<file path="src/rtl/reset_gen.sv">
// Merges push-button, PLL lock and software request into one stretched active-low reset request.
// Optional watchdog source is enabled by defining RESET_GEN_WDT_EN.
module reset_gen #(
    parameter int unsigned DEBOUNCE_CYCLES    = 500000,
    parameter int unsigned LOCK_STABLE_CYCLES = 256,
    parameter int unsigned HOLD_CYCLES        = 1024,
    parameter int unsigned WDT_CYCLES         = 1 << 24
) (
    input  logic       clk,
    input  logic       arst_n,
    input  logic       btn_n,
    input  logic       pll_locked,
    input  logic       sw_rst_req,
    input  logic       wdt_kick,
    output logic       rst_out_n,
    output logic       busy,
    output logic [2:0] cause
);

    localparam int DB_W = $clog2(DEBOUNCE_CYCLES + 1);
    localparam int LK_W = $clog2(LOCK_STABLE_CYCLES + 1);
    localparam int HD_W = $clog2(HOLD_CYCLES + 1);

    localparam logic [2:0] CAUSE_BTN = 3'b001;
    localparam logic [2:0] CAUSE_PLL = 3'b010;
    localparam logic [2:0] CAUSE_SW  = 3'b011;
    localparam logic [2:0] CAUSE_WDT = 3'b100;

    typedef enum logic [1:0] {
        ASSERT    = 2'd0,
        WAIT_LOCK = 2'd1,
        HOLD      = 2'd2,
        RUN       = 2'd3
    } state_t;

    state_t          state, state_nxt;
    logic [2:0]      cause_nxt;
    logic [LK_W-1:0] lock_cnt, lock_nxt;
    logic [HD_W-1:0] hold_cnt, hold_nxt;

    logic            btn_meta, btn_sync;
    logic            pll_meta, pll_sync;
    logic            btn_db;
    logic [DB_W-1:0] db_cnt;
    logic            wdt_hit;

    always_ff @(posedge clk or negedge arst_n) begin
        if (!arst_n) begin
            btn_meta <= 1'b1;
            btn_sync <= 1'b1;
            pll_meta <= 1'b0;
            pll_sync <= 1'b0;
        end else begin
            btn_meta <= btn_n;
            btn_sync <= btn_meta;
            pll_meta <= pll_locked;
            pll_sync <= pll_meta;
        end
    end

    // Accept a new button level only after it has differed for DEBOUNCE_CYCLES in a row.
    always_ff @(posedge clk or negedge arst_n) begin
        if (!arst_n) begin
            db_cnt <= '0;
            btn_db <= 1'b1;
        end else if (btn_sync == btn_db) begin
            db_cnt <= '0;
        end else if (db_cnt == DB_W'(DEBOUNCE_CYCLES - 1)) begin
            db_cnt <= '0;
            btn_db <= btn_sync;
        end else begin
            db_cnt <= db_cnt + DB_W'(1);
        end
    end

`ifdef RESET_GEN_WDT_EN
    localparam int WD_W = $clog2(WDT_CYCLES + 1);
    logic [WD_W-1:0] wdt_cnt;

    always_ff @(posedge clk or negedge arst_n) begin
        if (!arst_n) begin
            wdt_cnt <= '0;
        end else if (state != RUN || wdt_kick) begin
            wdt_cnt <= '0;
        end else if (wdt_cnt != WD_W'(WDT_CYCLES)) begin
            wdt_cnt <= wdt_cnt + WD_W'(1);
        end
    end

    // A kick on the expiry cycle wins.
    assign wdt_hit = (state == RUN) && !wdt_kick && (wdt_cnt == WD_W'(WDT_CYCLES - 1));
`else
    logic unused_wdt_kick;
    assign unused_wdt_kick = wdt_kick;
    assign wdt_hit         = 1'b0;
`endif

    always_comb begin
        state_nxt = state;
        cause_nxt = cause;
        lock_nxt  = lock_cnt;
        hold_nxt  = hold_cnt;
        case (state)
            ASSERT: begin
                lock_nxt = '0;
                hold_nxt = '0;
                if (btn_db) state_nxt = WAIT_LOCK;
            end
            WAIT_LOCK: begin
                hold_nxt = '0;
                if (!btn_db) begin
                    state_nxt = ASSERT;
                    cause_nxt = CAUSE_BTN;
                    lock_nxt  = '0;
                end else if (!pll_sync) begin
                    lock_nxt = '0;
                end else if (lock_cnt == LK_W'(LOCK_STABLE_CYCLES)) begin
                    state_nxt = HOLD;
                    lock_nxt  = '0;
                end else begin
                    lock_nxt = lock_cnt + LK_W'(1);
                end
            end
            HOLD: begin
                if (!btn_db) begin
                    state_nxt = ASSERT;
                    cause_nxt = CAUSE_BTN;
                    hold_nxt  = '0;
                end else if (!pll_sync) begin
                    state_nxt = WAIT_LOCK;
                    lock_nxt  = '0;
                    hold_nxt  = '0;
                end else if (hold_cnt == HD_W'(HOLD_CYCLES - 1)) begin
                    state_nxt = RUN;
                    hold_nxt  = hold_cnt + HD_W'(1);
                end else begin
                    hold_nxt = hold_cnt + HD_W'(1);
                end
            end
            RUN: begin
                // Source priority: button, PLL, software, watchdog.
                if (!btn_db) begin
                    state_nxt = ASSERT;
                    cause_nxt = CAUSE_BTN;
                end else if (!pll_sync) begin
                    state_nxt = ASSERT;
                    cause_nxt = CAUSE_PLL;
                end else if (sw_rst_req) begin
                    state_nxt = ASSERT;
                    cause_nxt = CAUSE_SW;
                end else if (wdt_hit) begin
                    state_nxt = ASSERT;
                    cause_nxt = CAUSE_WDT;
                end
            end
            default: begin
                state_nxt = ASSERT;
            end
        endcase
    end

    always_ff @(posedge clk or negedge arst_n) begin
        if (!arst_n) begin
            state     <= ASSERT;
            lock_cnt  <= '0;
            hold_cnt  <= '0;
            cause     <= 3'b000;
            rst_out_n <= 1'b0;
            busy      <= 1'b1;
        end else begin
            state     <= state_nxt;
            lock_cnt  <= lock_nxt;
            hold_cnt  <= hold_nxt;
            cause     <= cause_nxt;
            rst_out_n <= (state_nxt == RUN);
            busy      <= (state_nxt != RUN);
        end
    end

endmodule

</file>
<file path="config.mk">
export PLATFORM = sky130hd
export DESIGN_NAME = reset_gen
export DESIGN_NICKNAME = d
export VERILOG_FILES = /design/src/rtl/reset_gen.sv
export SDC_FILE = /design/constraint.sdc
export NUM_CORES = 1
export LEC_CHECK = 0
export ABC_CLOCK_PERIOD_IN_PS = 3900
export CAP_MARGIN = 30
export CORE_ASPECT_RATIO = 1.4
export CORE_UTILIZATION = 64
export DETAILED_ROUTE_END_ITERATION = 10
export PLACE_DENSITY = 0.82
export SLEW_MARGIN = 20
export SYNTH_ARGS = -nofsm -noshare
export SYNTH_HDL_FRONTEND = slang
export SYNTH_SLANG_ARGS = --single-unit
</file>
<file path="constraint.sdc">
create_clock -name clk -period 3.9 [get_ports clk]
set_input_delay 0.78 -clock clk [delete_from_list [all_inputs] [get_ports clk]]
set_output_delay 0.78 -clock clk [all_outputs]
set_load 0.05 [all_outputs]
</file>
# Word-level counts from Yosys, hierarchy flattened

Index checks and enable logic that the tools add are counted.

Bits in registers: 51
Output and inout bits: 5
Bits of input ports: 6
Logic and storage cells: 65

Multiplexer cells: 27
Eq/ne operators: 13
Bitwise operators: 1
Add/subtract/negate cells: 3
Reductions and logical operators: 9

Operators by type and width:

| cell                  | number |
|---|---|
| $mux 9                | 5 |
| $mux 19               | 2 |
| $pmux 9 s3            | 1 |
| $mux 11               | 2 |
| $pmux 11 s2           | 1 |
| $mux 2                | 10 |
| $add 19x1->19 const B | 1 |
| $eq 19x19->1 const B  | 1 |
| $mux 3                | 4 |
| $add 11x1->11 const B | 1 |
| $eq 11x10->1 const B  | 1 |
| $add 9x1->9 const B   | 1 |
| $eq 9x9->1 const B    | 1 |
| $ne 2x2->1 const B    | 4 |
| $pmux 2 s4            | 1 |
| $eq 2x2->1 const B    | 3 |
| $pmux 3 s2            | 1 |
| $reduce_and 3->1      | 2 |
| $ne 4x4->1 const B    | 1 |
| $reduce_bool 2->1     | 2 |
| $reduce_or 2->1       | 2 |
| $reduce_bool 3->1     | 1 |
| $eq 2x1->1 const B    | 1 |
| $logic_not 2->1       | 1 |
| other kinds (3)       | 3 |

# Logic depth before layout (Yosys ltp)

Gate-level depths: netlist of the first run.

Depth after elaboration: 6
Depth in mapped cells: 7
Depth with buffers taken out: 7

# Least setup slack after synthesis of the first run

Ideal clock, no wire load.

Kind: input port to flip-flop
From: input port sw_rst_req
To: register cause[1]
Path slack: 2.091 ns
Buffers on the path: 0
Setup time: 0.121 ns
Arrival: 1.688 ns
Stages on the path: 4
Data required time: 3.779 ns
Cells stage by stage: and2b_1 > a21oi_1 > mux2_2 > a22o_1

Cells in the longest elaborated chain, start to end: 2

RTL lines:

| what                       | line | RTL |
|---|---|---|
| start: declaration         | 13   | `input logic sw_rst_req,` |
| $ne 4x4->1 (no line)       | -    |  |
| $reduce_and 3->1 (no line) | -    |  |
| end signal: assignment     | 174  | `cause <= cause_nxt;` |
| end: declaration           | 17   | `output logic [2:0] cause` |

Every way passes these cells.
A chain may end at the register's enable or synchronous reset.

# Final worst setup path of the first run

From: register busy
To: output port busy

RTL lines:

| what                     | line | RTL |
|---|---|---|
| start: declaration       | 16   | `output logic busy,` |
| start signal: assignment | 176  | `busy <= (state_nxt != RUN);` |

No word-level cell between the ends.

==> impl_metrics.toml, run 1 <==
[status]
status = "completed"

[timing]
final.period_utilization = 0.609
setup_slack_ns = 1.52
clock_skew_ns = 0.0132
drv_slew = 0
grt_setup_unrepaired = "false"
relSlewSlack = 0.550
worstMarginPinSlew_ns = 0.671
period_minus_slack_ns = 2.38
setup_viol = 0
tns_ns = 0
fmax_mhz = 421
hold_viol_final = 0

[pwr]
p_leak_nw = 1.20
switching_share = 0.221
p_int_mw = 0.660
comb_power_share = 0.032
power.density_nw_per_um2 = 308
clkPwrFrac = 0.344
sequentialPowerShare = 0.623
switchingPower_mw = 0.188
vdd_drop_max_v = 0.000239

[route]
finalWirelength_mm = 4.46
drc = 0
drtIter0Drc = 66
ant_nets = 0
wire_per_inst_um = 14.2
drt_first_pass_iters = 4
num_vias = 1864
viasPerCell = 5.94

[floorplan]
die-area_sq_um = 4270
die_x_um = 55.5
num_io_pins = 11
core_sq_um = 3740
die_h_um = 77.0
rows = 26
initial_utilization = 0.687

[synthesis]
ys_seq_elements = 50
synth.yosys.seq_area_share = 0.489
yosys.area.top_type = "dfrtp_1"
synth_top_area_share = 0.448
synth_flop_cell = "dfrtp_1"
synthesis.instances = 263
syn-num-nets = 277
synth_area_sq_um = 2570
syn_avg_cell_area_sq_um = 9.77
synth_common_cells = "dfrtp_1 (46), nor2_1 (32), nand2_1 (23)"
yosysWarnings = 0
synth_top_family_by_area = "simple AND/OR/NAND/NOR gates"
netlist_top_cells_area = "dfrtp_1 (45%), xor2_1 (6.1%), nor2_1 (4.7%)"
synth_edf_count = 0
synth_compound_area_frac = 0.101
yosysUniqueCellTypes = 51
synthArstFlopShare = 1.00
synth_most_common_cell = "dfrtp_1"
synth_adder_area_share = 0.0390
yosys.area_share.simple = 0.244
synth_xor_xnor_area_share = 0.0784
synthMuxAreaShare = 0.0127

[grt]
grt_pass1_wl_mm = 7.83
grt_use_total = 0.229
grt_max_degree = 34
grt_overflow = 0
antenna_found_initial = 0
grt_pass1_vias = 1820

[critical_path]
cp.required_ns = 3.12
startpoint_type = "flop"
critPathBufInv = 1
crit_arrival_ns = 1.60
critPathMaxStageDelay_ns = 0.79
path_delay_family = "buffers and inverters"
critPathSlowestCell = "clkdlybuf4s50_1"
path_cells = "clkdlybuf4s50_1"
crit_path_end_kind = "output port"
reg2reg_slack_ns = 1.89
worstPathMaxFanout = 1
critPathKind = "reg2out"

[placed_design]
place_area_sq_um = 2670
gp_congestion = 0.774
dp_worst_setup_slack_ns = 1.53
port_buffers = 8
dp_hpwl_mm = 3.17

[final_layout]
drive_above_1_share = 0.0882
fin_nets = 285
area_delta_synth_final_pct = 7.01
n_fill_cell = 278
design_area_sq_um = 2750
n_antenna_cell = 0

[clock_network]
cts_root_buffer = "clkbuf_8"
ctsHtreeMaxLevel = 2
cts_made_buffers = 5
clk_path_buf_depth = 2
cts_tree = "yes"
clk_pin_slew_ns = 0.08
cts_sinks = 50
cts_resized = 0
clk_latency_ns = 0.30
cts_hold_buf = 0
postCtsSetupBuffers = 0

[hold_path]
hold_path.class = "reg2reg"

[flow_run]
maxCapViolCount = 0
cell families (layout without fill, tap and decap cells):
family,count (synthesis),count (layout)
AOI/OAI and AO/OA,43,43
xor gates and xnor gates,23,23
adders and majority gates,8,8
buffers and inverters,18,27
DFF,50,50
muxes,3,3
other,1,1
and+or+nand+nor,117,117
path summary, 6_finish.rpt:
kind / from / cells past startpoint / endpoint
worst max-delay path: busy$_DFF_PN1_ / 1 / busy
worst min-delay path: btn_meta$_DFF_PN1_ / 0 / btn_sync$_DFF_PN1_
worst max register to register: state[0]$_DFF_PN0_ / 5 / cause[1]$_DFFE_PN0P_
worst min register to register: btn_meta$_DFF_PN1_ / 0 / btn_sync$_DFF_PN1_
max in group asynchronous: arst_n / 2 / busy$_DFF_PN1_
min in group asynchronous: arst_n / 1 / db_cnt[18]$_DFF_PN0_
stage by stage:
| stage | power [mW] | hold WS [ns] | util | cells |
|---|---|---|---|---|
| after floorplan | 0.551 | 0.331 | - | 263 |
| final | 0.847 | 0.361 | 0.735 | 314 |
| after global placement | 0.564 | 0.333 | 0.707 | 305 |
| after CTS | 0.855 | 0.362 | 0.735 | 314 |
| after detailed placement | 0.566 | 0.339 | 0.712 | 306 |
| after global routing | 0.878 | 0.368 | 0.735 | 314 |
layer usage:
metal	track usage	vias to the layer above	wire length, um
met5	0	-	0
met4	0.0675	0	51
met3	0.0405	5	116
met2	0.411	35	2290
met1	0.280	899	2000
li1	-	925	-
state kept, by name, indices dropped and copies added (netlist names), 2 cells and up:
signal / flops
cause: 2
db_cnt: 19
hold_cnt: 11
lock_cnt: 9
state: 2
placed cells by master, fill, tap and decap left out, types with 3 or more instances in the layout:
cell type,count
ha_1,8
xor2_1,18
clkdlybuf4s50_1,7
nand4_1,10
nand2_1,23
dfstp_2,4
nand3_1,12
and3_1,9
clkbuf_8,5
inv_1,10
nor2b_1,4
nor3_1,5
o21ai_0,22
xnor2_1,5
nor2_1,32
nand2b_1,4
dfrtp_1,46
a31oi_1,3
a21oi_1,6
final cells by class:
class | instances | area, sq um | share of cell area
repair buffers | 9 | 95.1 | 0.0346
multi-input cells | 195 | 1220 | 0.445
well taps | 42 | 52.6 | 0.0191
clock inverters | 1 | 7.51 | 0.00273
clock buffers | 7 | 76.3 | 0.0278
flip-flops and latches | 50 | 1260 | 0.457
inverters | 10 | 37.5 | 0.0137
power groups by stage:
stage / Combinational (mW) / Sequential [mW] / Clock [mW]
floorplan: 0.0150 / 0.536 / 0
global placement: 0.0258 / 0.538 / 0
detailed placement: 0.0283 / 0.538 / 0
CTS: 0.0284 / 0.528 / 0.299
global route: 0.0322 / 0.529 / 0.317
finish: 0.0274 / 0.528 / 0.292
No activity file was read; power rests on OpenSTA's default activity.
==> run 2: changes to the inputs <==
- ABC_CLOCK_PERIOD_IN_PS: 3900 -> 2300
- CORE_UTILIZATION: 64 -> 60
- PLACE_DENSITY: 0.82 -> 0.78
- clock period: 3.9 -> 2.3 ns (I/O delays scaled with it)
==> impl_metrics.toml, run 2 (synthesized netlist as in run 1, its figures left out) <==
[final_layout]
final_common_cell = "dfrtp_1"
final_cells = 317
area_delta_synth_final_pct = 8.09
largest_registers = "db_cnt x19, hold_cnt x11, lock_cnt x9"
design_area_sq_um = 2780
drive_above_1_share = 0.102
fin_nets = 287
layout_common_cells = "dfrtp_1 (46), nor2_1 (32), nand2_1 (23)"
top_register = "db_cnt"
n_antenna_cell = 0
largest_reg_flops = 19

[route]
drc = 4
wl_met2_mm = 2.48
drtIter0Drc = 71
wl_met3_um = 76
wire_per_inst_um = 14.1
finalWirelength_mm = 4.46
viasPerCell = 5.89
drt_first_pass_iters = 7
num_vias = 1867
ant_nets = 0
met1_length_mm = 1.85
top_layer = "met4"

[pwr]
p_leak_nw = 1.22
p_int_mw = 1.15
switchingPower_mw = 0.317
comb_power_share = 0.033
clkPwrFrac = 0.355
sequentialPowerShare = 0.612
switching_share = 0.217
vdd_drop_max_v = 0.000292
power.density_nw_per_um2 = 527

[critical_path]
critPathMaxStageDelay_ns = 0.79
crit_path_end_kind = "output port"
critPathBufInv = 1
startpoint_type = "flop"
crit_arrival_ns = 1.61
critPathKind = "reg2out"
path_cells = "clkdlybuf4s50_1"
path_delay_family = "buffers and inverters"
worstPathMaxFanout = 1
cp.required_ns = 1.84
critPathSlowestCell = "clkdlybuf4s50_1"

[timing]
tns_ns = 0
setup_viol = 0
clock_skew_ns = 0.00256
drv_slew = 0
hold_viol_final = 0
period_minus_slack_ns = 2.07
worstMarginPinSlew_ns = 0.588
final.period_utilization = 0.900
relSlewSlack = 0.606
grt_setup_unrepaired = "false"
fmax_mhz = 483

[clock_network]
cts_sinks = 50
clk_pin_slew_ns = 0.09
ctsHtreeMaxLevel = 2
cts_root_buffer = "clkbuf_8"
cts_hold_buf = 0
clk_path_buf_depth = 2
postCtsSetupBuffers = 0
clk_latency_ns = 0.29
cts_resized = 0
cts_tree = "yes"
cts_made_buffers = 5

[floorplan]
rows = 27
initial_utilization = 0.639
die-area_sq_um = 4550
num_io_pins = 11
core_sq_um = 4020
die_h_um = 79.4
die_x_um = 57.3

[grt]
grt_pass1_vias = 1914
grt_use_total = 0.228
grt_max_degree = 27
antenna_found_initial = 0
grt_overflow = 0
grt_pass1_wl_mm = 8.02

[placed_design]
dp_cells = 309
port_buffers = 8
dp_hpwl_mm = 3.33
gp_congestion = 0.770
place_area_sq_um = 2680

[hold_path]
hold_path.class = "in2async"

[status]
status = "finished, violations left"
violations = "DRC"

[flow_run]
maxCapViolCount = 0
-- run 2: final cells by class --
cell class              instances  area [sq um]
clock buffers                   6          82.6
flip-flops and latches         50          1260
well taps                      43          53.8
fillers                       322          1240
clock inverters                 2          12.5
repair buffers                 11           110
inverters                      10          37.5
multi-input cells             195          1220
-- run 2: power groups by stage --
stage | registers, mW | clock network (mW) | logic [mW]
after detailed placement | 0.913 | 0 | 0.0499
after global routing | 0.897 | 0.571 | 0.0562
after CTS | 0.896 | 0.539 | 0.0500
after global placement | 0.912 | 0 | 0.0494
final | 0.896 | 0.519 | 0.0481
after floorplan | 0.910 | 0 | 0.0254
-- run 2: stage by stage --
step / hold WS, ns / util / setup slack (ns) / power, mW
CTS: 0.155 / 0.691 / 0.212 / 1.49
floorplan: 0.164 / - / 0.611 / 0.935
detailed placement: 0.341 / 0.667 / 0.280 / 0.963
global route: 0.177 / 0.691 / 0.190 / 1.52
global placement: 0.333 / 0.667 / 0.270 / 0.962
finish: 0.147 / 0.691 / 0.229 / 1.46
-- run 2: routing by layer --
layer | vias to the layer above | GRT usage
met2 | 18 | 0.433
met1 | 919 | 0.250
met4 | 0 | 0.0707
met3 | 6 | 0.0438
met5 | - | 0
li1 | 924 | -
-- run 2: worst paths after layout --
kind,start,end,slack (ns),depth (start not counted)
max in group asynchronous,arst_n,btn_db$_DFFE_PN1P_,1.55,2
min in group clk,pll_meta$_DFF_PN0_,pll_sync$_DFF_PN0_,0.36,0
worst min-delay path,arst_n,db_cnt[5]$_DFF_PN0_,0.15,1
worst max-delay path,busy$_DFF_PN1_,busy,0.23,1
worst min register to register,pll_meta$_DFF_PN0_,pll_sync$_DFF_PN0_,0.36,0
worst max register to register,state[0]$_DFF_PN0_,busy$_DFF_PN1_,0.44,6
==> run 3: changes to the inputs <==
- CTS_CLUSTER_DIAMETER: default -> 80
- TNS_END_PERCENT: default -> 1
==> results of run 3 <==
Same layout as run 2: the final DEF is identical, and so are final timing and power.
